[src/rtl/kernel_channel_pe_array.sv]
// NUM_CHANNEL x NUM_KERNEL signed MAC array with a runtime accumulation length and saturating per-kernel psums.
// Define KCPE_ERR_MON_EN to build the sticky error monitor on err_psum_val; otherwise that port is tied to 0.
module kernel_channel_pe_array #(
    parameter int BIT_WIDTH   = 8,
    parameter int NUM_CHANNEL = 3,
    parameter int NUM_KERNEL  = 4,
    parameter int PSUM_WIDTH  = 24,
    parameter int CNT_WIDTH   = 8,
    parameter int REG_WIDTH   = 32
) (
    input  logic                                        clk,
    input  logic                                        rst_n,
    input  logic [BIT_WIDTH*NUM_CHANNEL-1:0]            i_data,
    input  logic [BIT_WIDTH*NUM_CHANNEL*NUM_KERNEL-1:0] i_weight,
    input  logic [PSUM_WIDTH*NUM_KERNEL-1:0]            i_psum,
    input  logic                                        i_psum_use,
    input  logic [CNT_WIDTH-1:0]                        i_acc_len,
    input  logic                                        i_val,
    output logic                                        o_rdy,
    output logic [PSUM_WIDTH*NUM_KERNEL-1:0]            o_psum,
    output logic                                        o_psum_val,
    input  logic                                        i_psum_rdy,
    output logic                                        o_busy,
    output logic [REG_WIDTH-1:0]                        err_psum_val
);

    localparam int NUM_PE = NUM_CHANNEL * NUM_KERNEL;
    localparam int PROD_W = 2 * BIT_WIDTH;
    localparam int SUM_W  = PROD_W + $clog2(NUM_CHANNEL + 1);
    localparam int EXT_W  = ((PSUM_WIDTH > SUM_W) ? PSUM_WIDTH : SUM_W) + 2;
    localparam logic signed [EXT_W-1:0] PSUM_MAX = {{(EXT_W-PSUM_WIDTH+1){1'b0}}, {(PSUM_WIDTH-1){1'b1}}};
    localparam logic signed [EXT_W-1:0] PSUM_MIN = {{(EXT_W-PSUM_WIDTH+1){1'b1}}, {(PSUM_WIDTH-1){1'b0}}};

    localparam logic [1:0] ST_IDLE = 2'd0;
    localparam logic [1:0] ST_ACC  = 2'd1;
    localparam logic [1:0] ST_DONE = 2'd2;

    logic                           stall;
    logic                           first;
    logic [1:0]                     state;
    logic [CNT_WIDTH-1:0]           acc_len;
    logic [CNT_WIDTH-1:0]           cnt;
    logic [CNT_WIDTH-1:0]           cnt_inc;
    logic [CNT_WIDTH-1:0]           len_eff;
    logic                           m_val;
    logic                           m_psum_use;
    logic [CNT_WIDTH-1:0]           m_acc_len;
    logic [PSUM_WIDTH*NUM_KERNEL-1:0] m_psum;
    logic signed [PROD_W-1:0]       prod_d [NUM_PE];
    logic signed [PROD_W-1:0]       m_prod [NUM_PE];
    logic signed [EXT_W-1:0]        raw [NUM_KERNEL];
    logic signed [PSUM_WIDTH-1:0]   acc [NUM_KERNEL];
    logic signed [PSUM_WIDTH-1:0]   acc_next [NUM_KERNEL];

    assign stall   = o_psum_val && !i_psum_rdy;
    assign o_rdy   = rst_n && !stall;
    assign first   = (state != ST_ACC);
    assign cnt_inc = cnt + 1'b1;
    assign len_eff = (m_acc_len == '0) ? CNT_WIDTH'(1) : m_acc_len;
    assign o_busy  = (state != ST_IDLE) || m_val || o_psum_val;

    always_comb begin
        for (int p = 0; p < NUM_PE; p++) begin
            prod_d[p] = PROD_W'($signed(i_weight[p*BIT_WIDTH +: BIT_WIDTH]))
                      * PROD_W'($signed(i_data[(p % NUM_CHANNEL)*BIT_WIDTH +: BIT_WIDTH]));
        end
    end

    // A DONE cycle counts as "first" so a beat arriving then starts the next window without a bubble.
    always_comb begin
        for (int k = 0; k < NUM_KERNEL; k++) begin
            logic signed [SUM_W-1:0] s;
            logic signed [EXT_W-1:0] r;
            s = '0;
            for (int c = 0; c < NUM_CHANNEL; c++) begin
                s = s + SUM_W'(m_prod[k*NUM_CHANNEL + c]);
            end
            if (first) begin
                r = m_psum_use ? EXT_W'($signed(m_psum[k*PSUM_WIDTH +: PSUM_WIDTH])) : '0;
            end else begin
                r = EXT_W'(acc[k]);
            end
            r      = r + EXT_W'(s);
            raw[k] = r;
            if (r > PSUM_MAX) begin
                acc_next[k] = PSUM_MAX[PSUM_WIDTH-1:0];
            end else if (r < PSUM_MIN) begin
                acc_next[k] = PSUM_MIN[PSUM_WIDTH-1:0];
            end else begin
                acc_next[k] = r[PSUM_WIDTH-1:0];
            end
        end
    end

    always_ff @(posedge clk or negedge rst_n) begin
        if (!rst_n) begin
            m_val      <= 1'b0;
            m_psum_use <= 1'b0;
            m_acc_len  <= '0;
            m_psum     <= '0;
            for (int p = 0; p < NUM_PE; p++) begin
                m_prod[p] <= '0;
            end
        end else if (!stall) begin
            m_val <= i_val;
            if (i_val) begin
                m_psum_use <= i_psum_use;
                m_acc_len  <= i_acc_len;
                m_psum     <= i_psum;
                for (int p = 0; p < NUM_PE; p++) begin
                    m_prod[p] <= prod_d[p];
                end
            end
        end
    end

    always_ff @(posedge clk or negedge rst_n) begin
        if (!rst_n) begin
            state   <= ST_IDLE;
            acc_len <= '0;
            cnt     <= '0;
            for (int k = 0; k < NUM_KERNEL; k++) begin
                acc[k] <= '0;
            end
        end else if (!stall) begin
            if (m_val) begin
                for (int k = 0; k < NUM_KERNEL; k++) begin
                    acc[k] <= acc_next[k];
                end
                if (first) begin
                    acc_len <= len_eff;
                    cnt     <= CNT_WIDTH'(1);
                    state   <= (len_eff == CNT_WIDTH'(1)) ? ST_DONE : ST_ACC;
                end else begin
                    cnt   <= cnt_inc;
                    state <= (cnt_inc == acc_len) ? ST_DONE : ST_ACC;
                end
            end else if (state == ST_DONE) begin
                state <= ST_IDLE;
            end
        end
    end

    always_ff @(posedge clk or negedge rst_n) begin
        if (!rst_n) begin
            o_psum_val <= 1'b0;
            o_psum     <= '0;
        end else if (!stall) begin
            o_psum_val <= (state == ST_DONE);
            if (state == ST_DONE) begin
                for (int k = 0; k < NUM_KERNEL; k++) begin
                    o_psum[k*PSUM_WIDTH +: PSUM_WIDTH] <= acc[k];
                end
            end
        end
    end

`ifdef KCPE_ERR_MON_EN
    logic [3:0] err_flags;
    logic       sat_any;
    logic       stall_q;
    logic       i_val_q;

    always_comb begin
        sat_any = 1'b0;
        for (int k = 0; k < NUM_KERNEL; k++) begin
            if ((raw[k] > PSUM_MAX) || (raw[k] < PSUM_MIN)) begin
                sat_any = 1'b1;
            end
        end
    end

    // A pending beat withdrawn during backpressure is flagged; gaps after an accepted beat are legal.
    always_ff @(posedge clk or negedge rst_n) begin
        if (!rst_n) begin
            err_flags <= '0;
            stall_q   <= 1'b0;
            i_val_q   <= 1'b0;
        end else begin
            stall_q <= stall;
            i_val_q <= i_val;
            if (!stall && m_val && first && (m_acc_len == '0)) err_flags[0] <= 1'b1;
            if (!stall && m_val && sat_any)                    err_flags[1] <= 1'b1;
            if (!stall && m_val && !first && m_psum_use)       err_flags[2] <= 1'b1;
            if (stall && stall_q && i_val_q && !i_val)         err_flags[3] <= 1'b1;
        end
    end

    assign err_psum_val = REG_WIDTH'(err_flags);
`else
    assign err_psum_val = '0;
`endif

endmodule

[config.mk]
export PLATFORM = sky130hd
export DESIGN_NAME = kernel_channel_pe_array
export DESIGN_NICKNAME = d
export VERILOG_FILES = /design/src/rtl/kernel_channel_pe_array.sv
export SDC_FILE = /design/constraint.sdc
export NUM_CORES = 2
export LEC_CHECK = 0
export ABC_CLOCK_PERIOD_IN_PS = 9800
export CAP_MARGIN = 10
export CORE_ASPECT_RATIO = 1.2
export CORE_MARGIN = 8
export CORE_UTILIZATION = 55
export CTS_CLUSTER_DIAMETER = 80
export DETAILED_ROUTE_END_ITERATION = 8
export GPL_TIMING_DRIVEN = 0
export PLACE_DENSITY = 0.75
export SKIP_LAST_GASP = 1
export SLEW_MARGIN = 20
export SYNTH_ARGS = -nofsm -noshare
export SYNTH_HDL_FRONTEND = slang
export SYNTH_SLANG_ARGS = --single-unit
[constraint.sdc]
create_clock -name clk -period 9.8 [get_ports clk]
set_clock_uncertainty 0.15 [all_clocks]
set_input_delay 1.96 -clock clk [delete_from_list [all_inputs] [get_ports clk]]
set_output_delay 1.96 -clock clk [all_outputs]
set_load 0.01 [all_outputs]
==> results.sh <==
export IMPL_drtIter0Drc=3316
export IMPL_start_util=0.555
export IMPL_clk_pin_slew_ns=0.06
export IMPL_cap_violations=0
export IMPL_routedWlPerCell_um=22.2
export IMPL_max_freq_mhz=132
export IMPL_core_area_sq_um=105000
export IMPL_gp_congestion=0.948
export IMPL_vias=45000
export IMPL_cp_arrival_ns=7.91
export IMPL_synth_cell_type_count=79
export IMPL_endpoint_kind="register"
export IMPL_design_die_area_sq_um=116000
export IMPL_ys_warn_count=0
export IMPL_first_global_vias=48000
export IMPL_post_route_period_util=0.771
export IMPL_drcViolationCount=0
export IMPL_worstMarginPinSlew_ns=1.25
export IMPL_multiInputGateArea_sq_um=39900
export IMPL_final_max_slew_viol_count=0
export IMPL_grt_use_total=0.309
export IMPL_rows=130
export IMPL_fin_cells=8098
export IMPL_yosys_area_share_xor_xnor=0.0414
export IMPL_ys_ff_latch=509
export IMPL_clockBufferDepth=3
export IMPL_post_cts_buffers=0
export IMPL_dpl_cell_count=7981
export IMPL_maxSlewHeadroom=0.169
export IMPL_io_pins=360
export IMPL_yosys_most_used_dff="dfrtp_1"
export IMPL_hp_class="register to register"
export IMPL_cts_resized=0
export IMPL_setup_violations=0
export IMPL_yosys_area_share_simple=0.149
export IMPL_dr_pass1_iters=5
export IMPL_crit_fanout=13
export IMPL_ant_nets=0
export IMPL_holdWs_ns=0.325
export IMPL_period_minus_slack_ns=7.56
export IMPL_fin_nets=8150
export IMPL_cts_max_level=2
export IMPL_hold_buffers=0
export IMPL_outcome="finished, final reports clean"
export IMPL_synthArstFlopShare=1.00
export IMPL_vias_per_cell=5.56
export IMPL_netlist_area_sq_um=58100
export IMPL_io_buffers=327
export IMPL_syn_area_per_cell_sq_um=9.33
export IMPL_synthCells=6230
export IMPL_placed_cell_area_sq_um=63400
export IMPL_die_w_um=313
export IMPL_cts_tree="built"
export IMPL_utilization=0.625
export IMPL_synth_compound_area_share=0.0942
export IMPL_design_area_sq_um=65500
export IMPL_clk_latency_ns=0.66
export IMPL_required_ns=10.16
export IMPL_grt_ovfl_total=0
export IMPL_critPathKind="input pin to register"
export IMPL_synthMuxAreaShare=0.0206
export IMPL_ys_seq_area_frac=0.219
export IMPL_hold_viol=0
export IMPL_grt_max_degree=101
export IMPL_cts_root_buf="clkbuf_16"
export IMPL_cts_buffers=55
export IMPL_clock_sinks=509
export IMPL_regArea_sq_um=12700
export IMPL_fillers=8844
export IMPL_grt_pass1_wl_um=276000
export IMPL_rsz0062_at_grt="no"
export IMPL_antenna_found_initial=17
export IMPL_area_growth_pct=12.7
export IMPL_drive_above_1_share=0.0413
export IMPL_hpwl_um=149000
export IMPL_routed_wl_um=180000
export IMPL_critical_path_startpoint_type="input pin"
export IMPL_synth_top_family_by_area="adder cells"
export IMPL_synthAdderAreaFrac=0.379
export IMPL_synth_edf_count=0
export IMPL_die_y_um=372
registers in the layout (all words and copies together) (netlist names):
register and flops:
o_psum_val 1, o_psum 96, acc 96, m_prod 192, m_acc_len 8, m_psum 96, cnt 8, acc_len 8
m_psum_use 1, state 2, m_val 1
path summary, 6_finish.rpt:
path	from	endpoint	slack, ns	cells past startpoint
setup / recovery	i_data[23]	m_prod[111]	2.24	20
hold / removal	m_psum[16]	m_psum[16]	0.33	2
setup reg to reg	state[0]	acc[58]	3.15	17
hold reg to reg	m_psum[16]	m_psum[16]	0.33	2
max in group asynchronous	rst_n	m_psum[18]	6.85	4
min in group asynchronous	rst_n	o_psum[41]	1.05	1
critical path, cell delays in order:
cell and delay (ns):
clkdlybuf4s50_1 1.13, clkbuf_1 0.55, nand2b_1 0.15, fa_1 0.46
fa_1 0.49, inv_1 0.05, fa_1 0.48, inv_1 0.05
fa_1 0.48, inv_1 0.05, ha_1 0.28, inv_1 0.08
o21ai_0 0.11, a21oi_1 0.25, o21bai_1 0.12, a211oi_1 0.51
o21bai_1 0.11, a21oi_1 0.19, xnor2_1 0.25, o21ai_0 0.14
cells by family (layout without fill, tap and decap cells):
kind of cell               after synthesis  in the layout
and+or+nand+nor                       1765           1765
buffers and inverters                 1448           1886
adders and majority gates             1269           1269
AOI/OAI and AO/OA                      857            857
DFF                                    509            509
xor gates and xnor gates               274            274
muxes                                  107            107
other                                    1             45
area by class of cell:
class,count,share of cell area
Antenna cell,13,0.000497
Buffer,249,0.0168
Clock buffer,75,0.0239
Clock inverter,29,0.00692
Inverter,1199,0.0687
Multi-Input combinational cell,4304,0.609
Sequential cell,509,0.194
Tap cell,1386,0.0265
Timing Repair Buffer,334,0.0530
stage by stage:
| stage | TNS (ns) | setup slack (ns) |
|---|---|---|
| 6_report | 0 | 2.24 |
| 5_1_grt | 0 | 1.97 |
| 4_1_cts | 0 | 2.30 |
| 3_5_place_dp | 0 | 1.68 |
| 3_3_place_gp | -8301.06 | -16.35 |
| 2_1_floorplan | 0 | 3.53 |
cell usage in the layout (no fill, tap or decap), types with 8 or more instances in the layout:
master	count
o21bai_1	30
mux2_2	103
nand2b_1	112
clkdlybuf4s50_1	326
nand4_1	8
and2_1	457
o31ai_1	17
o41ai_1	10
a21oi_1	216
nand2_1	847
bufinv_16	9
a31oi_1	19
o21a_1	15
inv_1	1199
nor2b_1	25
diode_2	13
nand3_1	54
o21ai_0	281
xor2_1	46
clkbuf_1	204
and3_1	108
clkbuf_2	8
clkbuf_16	56
a221o_1	80
fa_1	820
a211oi_1	21
conb_1	32
a21o_1	93
or4_1	11
dfrtp_1	509
nand4b_1	9
xnor2_1	227
a21boi_0	15
buf_4	33
ha_1	449
nor3_1	20
clkbuf_8	9
nor2_1	90
routing by layer:
metal	GRT usage	vias to the layer above	wire, um
li1	-	20300	-
met1	0.375	22500	68300
met2	0.516	1766	85400
met3	0.0510	496	13100
met4	0.187	6	13100
met5	0	-	42
cell usage after synthesis (4+ instances only):
cell,instances,area share
a211oi_1,21,0.0027
a21boi_0,15,0.0019
a21o_1,93,0.012
a21oi_1,216,0.019
a221o_1,80,0.014
a31o_1,4,0.00060
a31oi_1,19,0.0020
a41oi_1,6,0.00090
and2_1,457,0.049
and3_1,108,0.012
buf_1,5,0.00032
buf_2,6,0.00052
buf_4,33,0.0043
clkbuf_1,202,0.013
dfrtp_1,509,0.22
fa_1,820,0.28
ha_1,449,0.097
inv_1,1199,0.077
mux2_2,103,0.020
mux2i_1,4,0.00069
nand2_1,847,0.055
nand2b_1,112,0.012
nand3_1,54,0.0047
nand4_1,8,0.00086
nand4b_1,9,0.0014
nor2_1,90,0.0058
nor2b_1,25,0.0027
nor3_1,20,0.0017
o211ai_1,6,0.00078
o21a_1,15,0.0019
o21ai_0,281,0.024
o21ai_1,5,0.00043
o21bai_1,30,0.0039
o31ai_1,17,0.0022
o41ai_1,10,0.0015
or4_1,11,0.0014
xnor2_1,227,0.034
xor2_1,46,0.0069
Power is left out: the tool's default activity adds up to more than one toggle a clock period on the data nets, which glitch-free logic cannot reach.
